<file path="config.mk">
export PLATFORM = sky130hd
export DESIGN_NAME = fp32_norm_round
export DESIGN_NICKNAME = d
export VERILOG_FILES = /design/src/rtl/fp_pkg.sv /design/src/rtl/norm_lshift.sv /design/src/rtl/fp32_norm_round.sv
export SDC_FILE = /design/constraint.sdc
export NUM_CORES = 1
export LEC_CHECK = 0
export CAP_MARGIN = 20
export CORE_UTILIZATION = 57
export DETAILED_ROUTE_END_ITERATION = 7
export GPL_ROUTABILITY_DRIVEN = 0
export GPL_TIMING_DRIVEN = 1
export PLACE_DENSITY = 0.91
export SYNTH_ARGS = -nofsm -noshare
export SYNTH_HDL_FRONTEND = slang
export SYNTH_SLANG_ARGS = --single-unit
</file>
<file path="constraint.sdc">
create_clock -name clk -period 4.7 [get_ports clk]
set_input_delay 0.705 -clock clk [delete_from_list [all_inputs] [get_ports clk]]
set_output_delay 0.705 -clock clk [all_outputs]
set_load 0.01 [all_outputs]
</file>
<file path="src/rtl/fp_pkg.sv">
// Shared widths, exponent limits and flag bit positions for the fp32
// normalise/round datapath.
package fp_pkg;

  localparam int unsigned MANT_W  = 28;
  localparam int unsigned EXP_W   = 10;
  localparam int unsigned BIAS    = 127;
  localparam int unsigned EXP_MAX = 255;

  localparam int unsigned FLAG_OVF = 2;
  localparam int unsigned FLAG_UNF = 1;
  localparam int unsigned FLAG_INX = 0;

  typedef logic [3:0] lza_code_t;

endpackage

</file>
<file path="src/rtl/norm_lshift.sv">
// Decodes the three one-hot LZA fields into a shift amount and left-shifts
// the raw mantissa by it. Purely combinational.
module norm_lshift #(
  parameter int unsigned W = fp_pkg::MANT_W
) (
  input  logic [2:0][3:0] shift_code,
  input  logic [W-1:0]    mant,
  output logic [4:0]      amount,
  output logic [W-1:0]    shifted
);
  import fp_pkg::*;

  lza_code_t code_hi, code_mid, code_lo;
  logic [4:0] amt_hi, amt_mid, amt_lo;

  assign code_hi  = shift_code[2];
  assign code_mid = shift_code[1];
  assign code_lo  = shift_code[0];

  // Anything that is not one of the listed one-hot codes contributes nothing.
  always_comb begin
    amt_hi  = '0;
    amt_mid = '0;
    amt_lo  = '0;
    case (code_hi)
      4'b0010: amt_hi = 5'd16;
      default: amt_hi = '0;
    endcase
    case (code_mid)
      4'b0010: amt_mid = 5'd4;
      4'b0100: amt_mid = 5'd8;
      4'b1000: amt_mid = 5'd12;
      default: amt_mid = '0;
    endcase
    case (code_lo)
      4'b0010: amt_lo = 5'd1;
      4'b0100: amt_lo = 5'd2;
      4'b1000: amt_lo = 5'd3;
      default: amt_lo = '0;
    endcase
  end

  assign amount  = amt_hi + amt_mid + amt_lo;
  assign shifted = mant << amount;

endmodule

</file>
<file path="src/rtl/fp32_norm_round.sv">
// Three-stage normalise / round-to-nearest-even / pack pipeline producing an
// IEEE-754 binary32 result with {overflow, underflow, inexact} flags.
module fp32_norm_round #(
  parameter int unsigned MANT_W = fp_pkg::MANT_W,
  parameter int unsigned EXP_W  = fp_pkg::EXP_W
) (
  input  logic              clk,
  input  logic              rst_n,
  input  logic              in_valid,
  output logic              in_ready,
  input  logic              in_sign,
  input  logic [EXP_W-1:0]  in_exp,
  input  logic [MANT_W-1:0] in_mant,
  input  logic [2:0][3:0]   in_shift,
  output logic              out_valid,
  input  logic              out_ready,
  output logic [31:0]       out_result,
  output logic [2:0]        out_flags
);
  import fp_pkg::*;

  // Two extra exponent bits absorb the +1 / -31 / -1 / +1 adjustments.
  localparam int unsigned XW = EXP_W + 2;
  localparam int unsigned SW = MANT_W - 4;
  localparam logic signed [XW-1:0] EXP_TOP  = XW'(EXP_MAX);
  localparam logic signed [XW-1:0] EXP_ZERO = '0;

  logic enable;
  assign enable   = ~out_valid | out_ready;
  assign in_ready = enable;

  // Stage 1: coarse normalisation
  logic [4:0]              lza_amt;
  logic [MANT_W-1:0]       lza_mant;
  logic signed [XW-1:0]    exp_in;
  logic [MANT_W-1:0]       s1_mant_d;
  logic signed [XW-1:0]    s1_exp_d;

  norm_lshift #(.W(MANT_W)) u_lshift (
    .shift_code (in_shift),
    .mant       (in_mant),
    .amount     (lza_amt),
    .shifted    (lza_mant)
  );

  assign exp_in = {{2{in_exp[EXP_W-1]}}, in_exp};

  always_comb begin
    s1_mant_d = lza_mant;
    s1_exp_d  = exp_in - XW'(lza_amt);
    if (in_mant[MANT_W-1]) begin
      s1_mant_d = {1'b0, in_mant[MANT_W-1:2], |in_mant[1:0]};
      s1_exp_d  = exp_in + XW'(1);
    end
  end

  logic                 s1_valid, s1_sign, s1_zero;
  logic [MANT_W-1:0]    s1_mant;
  logic signed [XW-1:0] s1_exp;

  always_ff @(posedge clk) begin
    if (!rst_n) begin
      s1_valid <= 1'b0;
      s1_sign  <= 1'b0;
      s1_zero  <= 1'b0;
      s1_mant  <= '0;
      s1_exp   <= '0;
    end else if (enable) begin
      s1_valid <= in_valid;
      s1_sign  <= in_sign;
      s1_zero  <= (in_mant == '0);
      s1_mant  <= s1_mant_d;
      s1_exp   <= s1_exp_d;
    end
  end

  // Stage 2: one-bit LZA correction and rounding decision
  logic [MANT_W-2:0]    s2_norm;
  logic signed [XW-1:0] s2_exp_d;
  logic                 guard, sticky, lsb;

  always_comb begin
    s2_norm  = s1_mant[MANT_W-2:0];
    s2_exp_d = s1_exp;
    if (!s1_mant[MANT_W-2] && (s1_mant != '0)) begin
      s2_norm  = {s1_mant[MANT_W-3:0], 1'b0};
      s2_exp_d = s1_exp - XW'(1);
    end
  end

  assign guard  = s2_norm[2];
  assign sticky = |s2_norm[1:0];
  assign lsb    = s2_norm[3];

  logic                 s2_valid, s2_sign, s2_zero, s2_inc, s2_inx;
  logic [SW-1:0]        s2_sig;
  logic signed [XW-1:0] s2_exp;

  always_ff @(posedge clk) begin
    if (!rst_n) begin
      s2_valid <= 1'b0;
      s2_sign  <= 1'b0;
      s2_zero  <= 1'b0;
      s2_inc   <= 1'b0;
      s2_inx   <= 1'b0;
      s2_sig   <= '0;
      s2_exp   <= '0;
    end else if (enable) begin
      s2_valid <= s1_valid;
      s2_sign  <= s1_sign;
      s2_zero  <= s1_zero;
      s2_inc   <= guard & (sticky | lsb);
      s2_inx   <= guard | sticky;
      s2_sig   <= s2_norm[MANT_W-2:3];
      s2_exp   <= s2_exp_d;
    end
  end

  // Stage 3: increment, renormalise, range check and pack
  logic [SW:0]          rnd_sum;
  logic [SW-2:0]        frac;
  logic signed [XW-1:0] exp_fin;
  logic                 unused_hidden;
  logic [31:0]          res_d;
  logic [2:0]           flags_d;

  // A carry-out leaves the low bits all zero, so the fraction needs no mux.
  assign rnd_sum       = {1'b0, s2_sig} + (SW+1)'(s2_inc);
  assign frac          = rnd_sum[SW-2:0];
  assign unused_hidden = rnd_sum[SW-1];
  assign exp_fin       = rnd_sum[SW] ? s2_exp + XW'(1) : s2_exp;

  always_comb begin
    res_d   = '0;
    flags_d = '0;
    if (s2_zero) begin
      res_d = {s2_sign, 31'b0};
    end else if (exp_fin >= EXP_TOP) begin
      res_d             = {s2_sign, 8'hFF, 23'b0};
      flags_d[FLAG_OVF] = 1'b1;
      flags_d[FLAG_INX] = 1'b1;
    end else if (exp_fin <= EXP_ZERO) begin
      res_d             = {s2_sign, 31'b0};
      flags_d[FLAG_UNF] = 1'b1;
      flags_d[FLAG_INX] = 1'b1;
    end else begin
      res_d             = {s2_sign, exp_fin[7:0], frac};
      flags_d[FLAG_INX] = s2_inx;
    end
  end

  always_ff @(posedge clk) begin
    if (!rst_n) begin
      out_valid  <= 1'b0;
      out_result <= '0;
      out_flags  <= '0;
    end else if (enable) begin
      out_valid  <= s2_valid;
      out_result <= res_d;
      out_flags  <= flags_d;
    end
  end

endmodule
</file>
# Word level (Yosys, flattened, before mapping)
# Cells that the tools add are included.
# word_totals
output_inout_bits,37
reg_bits,120
input_bits,55
elab_cells,60
# classes
n_bitwise,5
n_addsub,7
n_eq_ne,7
muxes,17
n_shift,1
n_reduce_logical,6
n_lt_le_gt_ge,2
# op_table
cell,n
31-bit two-way mux,3
12-bit two-way mux,3
28-bit logical NOT,1
28-bit two-way mux,1
28-bit nonzero test,1
28-bit by 5-bit << shifter with 28-bit output,1
27-bit two-way mux,1
24-bit by 1-bit adder with 25-bit output,1
"12-bit by 2-bit adder with 12-bit output, second input constant",1
"4-bit by 2-bit == test with 1-bit output, second input constant",3
"12-bit by 9-bit >= comparator with 1-bit output, second input constant",1
"12-bit by 1-bit less-or-equal comparator with 1-bit output, second input constant",1
4-bit one-hot mux with 3 select lines,1
"12-bit by 2-bit subtractor with 12-bit output, second input constant",1
"10-bit by 2-bit adder with 11-bit output, second input constant",1
10-bit by 6-bit subtractor with 11-bit output,1
"4-bit by 3-bit == test with 1-bit output, second input constant",2
"4-bit == test, second input constant",2
2-bit one-hot mux with 3 select lines,1
5-bit by 2-bit adder with 5-bit output,1
5-bit by 4-bit adder with 5-bit output,1
1-bit two-way mux,5
5-bit two-way mux,1
2-bit OR reduction,2
other kinds (6),8

# Depth between registers and ports, before layout
# logic_depth
depth_word,6
ltp_mapped,16
ltp_nobuf,14

# Hierarchy
# From an unflattened synthesis, not the netlist that was laid out.
# hier_totals
cells_unflattened,947
area_unflattened_um2,7962.6
# modules_own_cells
mod,seq_area_each_um2,area_each_um2,cells_per_inst,n_inst
fp32_norm_round,2382.3,6314.8,745,1
norm_lshift,0.0,1647.8,202,1

# Worst setup path before layout
# OpenSTA, ideal clock, no wires.
# synth_timing
path_kind,input port to flip-flop
startpoint,in in_shift[0] in the netlist's numbering
endpoint,reg s1_exp[7]
n_path_buf,1
setup_ps,120
t_arrival_ps,3593
path_stages,15
path_slack_ps,988
required_time_ps,4580
cell_sequence,or2_2 > nor2_1 > inv_1 > clkbuf_1 > ha_1 > nand2b_1 > inv_1 > ha_1 > a21o_1 > a21oi_1 > o21bai_1 > a21oi_1 > o21ai_0 > a21o_1 > a211o_1
# synth_via
elab_chain_cells,5
elab_cells_between_ends,7
cone_classes,add/sub (2); eq/ne (3); mux (2)
# synth_rtl
element,line,text
from (decl),fp32_norm_round.sv:14,"input logic [2:0][3:0] in_shift,"
4-bit == test (tied with other cells),norm_lshift.sv:35,case (code_lo)
2-bit one-hot mux with 3 select lines (*),norm_lshift.sv:35,
5-bit by 2-bit adder with 5-bit output (*),norm_lshift.sv:43,assign amount = amt_hi + amt_mid + amt_lo;
10-bit by 6-bit subtractor with 11-bit output (*),fp32_norm_round.sv:50,s1_exp_d = exp_in - XW'(lza_amt);
12-bit two-way mux (*),fp32_norm_round.sv:51,if (in_mant[MANT_W-1]) begin
to (signal assigned),fp32_norm_round.sv:73,s1_exp <= s1_exp_d;
to (decl),fp32_norm_round.sv:59,logic signed [XW-1:0] s1_exp;
# Every way passes the cells marked *; elsewhere a longest branch is shown, timed or not.
# A chain may end at the register's enable or synchronous reset.

# Worst setup path after layout
# layout_timing
startpoint,in in_shift[3] in the netlist's numbering
endpoint,reg s1_exp[7]
# The elaborated chain is that of the path after synthesis.

==> results.md <==
- Critical path's slowest cell: xnor2_1
- DR top layer: met4
- CP arrival: 4.35 ns
- Top cells by area, synth: dfxtp_1 (30%), nand2_1 (6.9%), o21ai_0 (4.8%)
- DRC Markers: 0
- Antenna violations before repair: 0
- Ys Warns: 0
- Synth top cells by count: nand2_1 (145), dfxtp_1 (119), nor2_1 (78), o21ai_0 (75), clkbuf_1 (66)
- Layout area overhead: 21.1%
- Grt total ovfl: 0
- Antenna viol nets, final: 0
- Met2 Wirelength: 10.6 mm
- Worst setup EP type: register
- CTS sink count: 119
- CP bufs+invs: 3
- Leak: 3.64 nW
- Root Buffer Master: clkbuf_16
- Worst rel slew slack: 0.333
- Die width: 120 µm
- WL final: 22.5 mm
- Highest net fanout along the worst path: 11
- Pre-antenna DRT Iters: 7
- Final Net Count: 1152
- I/O Pins: 92
- Fmax: 0.248 GHz
- Vias in the first global route: 7686
- Crit Path Category: in2reg
- Rows: 42
- Post-synth EDFFs: 0
- CTS Hold Bufs: 0
- Critical Path Source Type: input pin
- Core area: 0.0133 mm²
- Critical path cell sequence: clkdlybuf4s50_1, xnor2_1, nor2_1, inv_1, ha_1, nand2b_1, inv_1, ha_1, a21o_1, a21oi_1, o21bai_1, a21oi_1, o21ai_0, a21o_1, a211o_1
- CTS H-Tree Depth: 4
- Hold Violations, Final: 0
- Largest net degree at the start of global routing: 115
- Most numerous cell in the Yosys netlist: nand2_1
- Syn_nets: 1101
- CP top delay family: compound AO/OA/AOI/OAI gates
- Ys flop type: dfxtp_1
- CP peak stage delay: 0.74 ns
- Final worst path period need: 4.04 ns
- Max-cap violations: 0
- Util after Layout: 0.714
- Num CTS Buffers: 17
- Post-CTS Repair Setup Buffers: 0
- Post-CTS Resized: 0
- TritonCTS clock tree: yes
- Met1 WL: 8.86 mm
- FF+latch count, synth: 119
- Worst hold slack: 0.450 ns
- CTS max path bufs: 2
- Instance count of the mapped netlist: 1029
- Die area: 0.0143 mm²
- Total power divided by cell area: 360 mW/mm²
- WP data required: 5.02 ns
- Placed standard-cell area: 0.00889 mm²
- Cell Area, Synth: 0.00787 mm²
- Wire per inst: 17.7 µm
- Ratio of cells with drive above 1 in the final layout: 0.0915
- IO Port Bufs: 91
- Worst Tran Pin Value: 1.00 ns
- Top-area cell type share of the netlist area: 0.303
- Final instance area: 0.00953 mm²
- Setup Skew: 0.0107 ns
- First-pass GRT wire length: 37.3 mm
- Detailed Route Iter0 Violations: 968
- Final Max Tran Viols: 0
- Tot GR Track Use: 0.318
- Die H: 120 µm
- Sequential-to-total area share from yosys stat: 0.303
- Worst-path clk slew: 0.06 ns
- Antenna diodes: 0
- Total number of vias: 8312
- Initial Util: 0.590
- Yosys cell types: 69
- Syn_area_per_cell: 7.65 µm²
- Vias per cell: 6.55
- Peak VDD IR: 277 µV
- Met3 Wirelength: 2.25 mm
- Setup_tns: 0 ns
- Largest area contributor in the netlist: dfxtp_1
- Post-route clock period utilization: 0.859
- Hold/Removal Path Class: reg2reg
- Clock latency on the worst-skew pair: 0.42 ns
- RSZ-0062 raised after global routing: no
- Final setup violating endpoints: 0
- Async S/R FF share, synth: 0
- Dpl hpwl: 15.2 mm
- Status: complete, no violations
power breakdown:
group | total, mW | switching [mW] | internal [mW] | leakage [nW]
clock network | 1.39 | 0.464 | 0.929 | 0.306
registers | 1.24 | 0.123 | 1.12 | 0.980
logic | 0.797 | 0.443 | 0.354 | 2.35
cells in the final DEF, fill, tap and decap left out, types with 9 or more instances in the layout:
cell type        synthesis  routed
nand2_1                145     145
dfxtp_1                119     119
clkdlybuf4s50_1          0      90
nor2_1                  78      78
o21ai_0                 75      75
a21oi_1                 50      50
nand3_1                 48      48
xnor2_1                 30      30
inv_1                   28      28
a32oi_1                 28      28
a311oi_1                28      28
mux2i_1                 26      26
nor3_1                  24      24
xor2_1                  23      22
o21ai_2                 20      20
buf_4                    0      18
clkbuf_16                0      17
nor4_1                  16      16
ha_1                    16      16
nand4_1                 14      14
a221oi_1                13      13
a211oi_1                12      12
o211ai_1                10      10
o22ai_1                  9       9
a31oi_1                  9       9
nor3b_1                  9       9
metrics by stage:
stage / worst slack [ns] / power [mW] / instances
after floorplan: 0.988 / 1.75 / 1029
after global placement: 0.391 / 1.98 / 1235
after detailed placement: 0.271 / 2.01 / 1237
after CTS: 0.697 / 3.41 / 1269
after global routing: 0.357 / 3.56 / 1269
final: 0.662 / 3.43 / 1269
worst paths after layout:
kind,slack (ns),cells past startpoint,to,startpoint
max,0.66,15,s1_exp[7],in_shift[3]
min,0.45,2,out_result[11],out_result[11]
max reg2reg,1.50,9,out_result[3],s2_sig[0]
min reg2reg,0.45,2,out_result[11],out_result[11]
routing by layer:
metal  up-vias  GRT usage
li1       3913          -
met1      3749      0.404
met2       545      0.522
met3       105     0.0528
met4         0      0.156
met5         -          0
logic make-up (layout without fill, tap and decap cells):
kind of cell	after synthesis	in the layout	share of synthesized area
AND/OR/NAND/NOR	400	400	0.250
buffers and inverters	109	173	0.0547
flip-flops	119	119	0.303
XOR/XNOR	53	53	0.0590
multiplexers	29	29	0.0388
AO/OA/AOI/OAI	302	302	0.267
adder cells (fa/ha/maj)	17	17	0.0280
sequential cells by signal, summed over array words and instances, names as in the netlist, 3 cells and up:
name,cells
out_flags,3
out_result,32
s1_exp,11
s1_mant,28
s2_exp,12
s2_sig,24
layout make-up:
class                   instances  area (µm²)
clock buffers                  21         470
well taps                     176         220
repair buffers                111        1100
inverters                      30         114
multi-input cells             801        5080
fillers                       981        3820
clock inverters                11         170
flip-flops and latches        119        2380
worst reg2reg max path, delay by kind of cell (launching register included):
kind | cells | cell delay (ns)
AOI/OAI and AO/OA | 1 | 0.26
xor gates and xnor gates | 1 | 0.17
adders and majority gates | 2 | 0.38
DFF | 1 | 0.34
and+or+nand+nor | 5 | 1.97
Power figures use the tool's default switching activity.
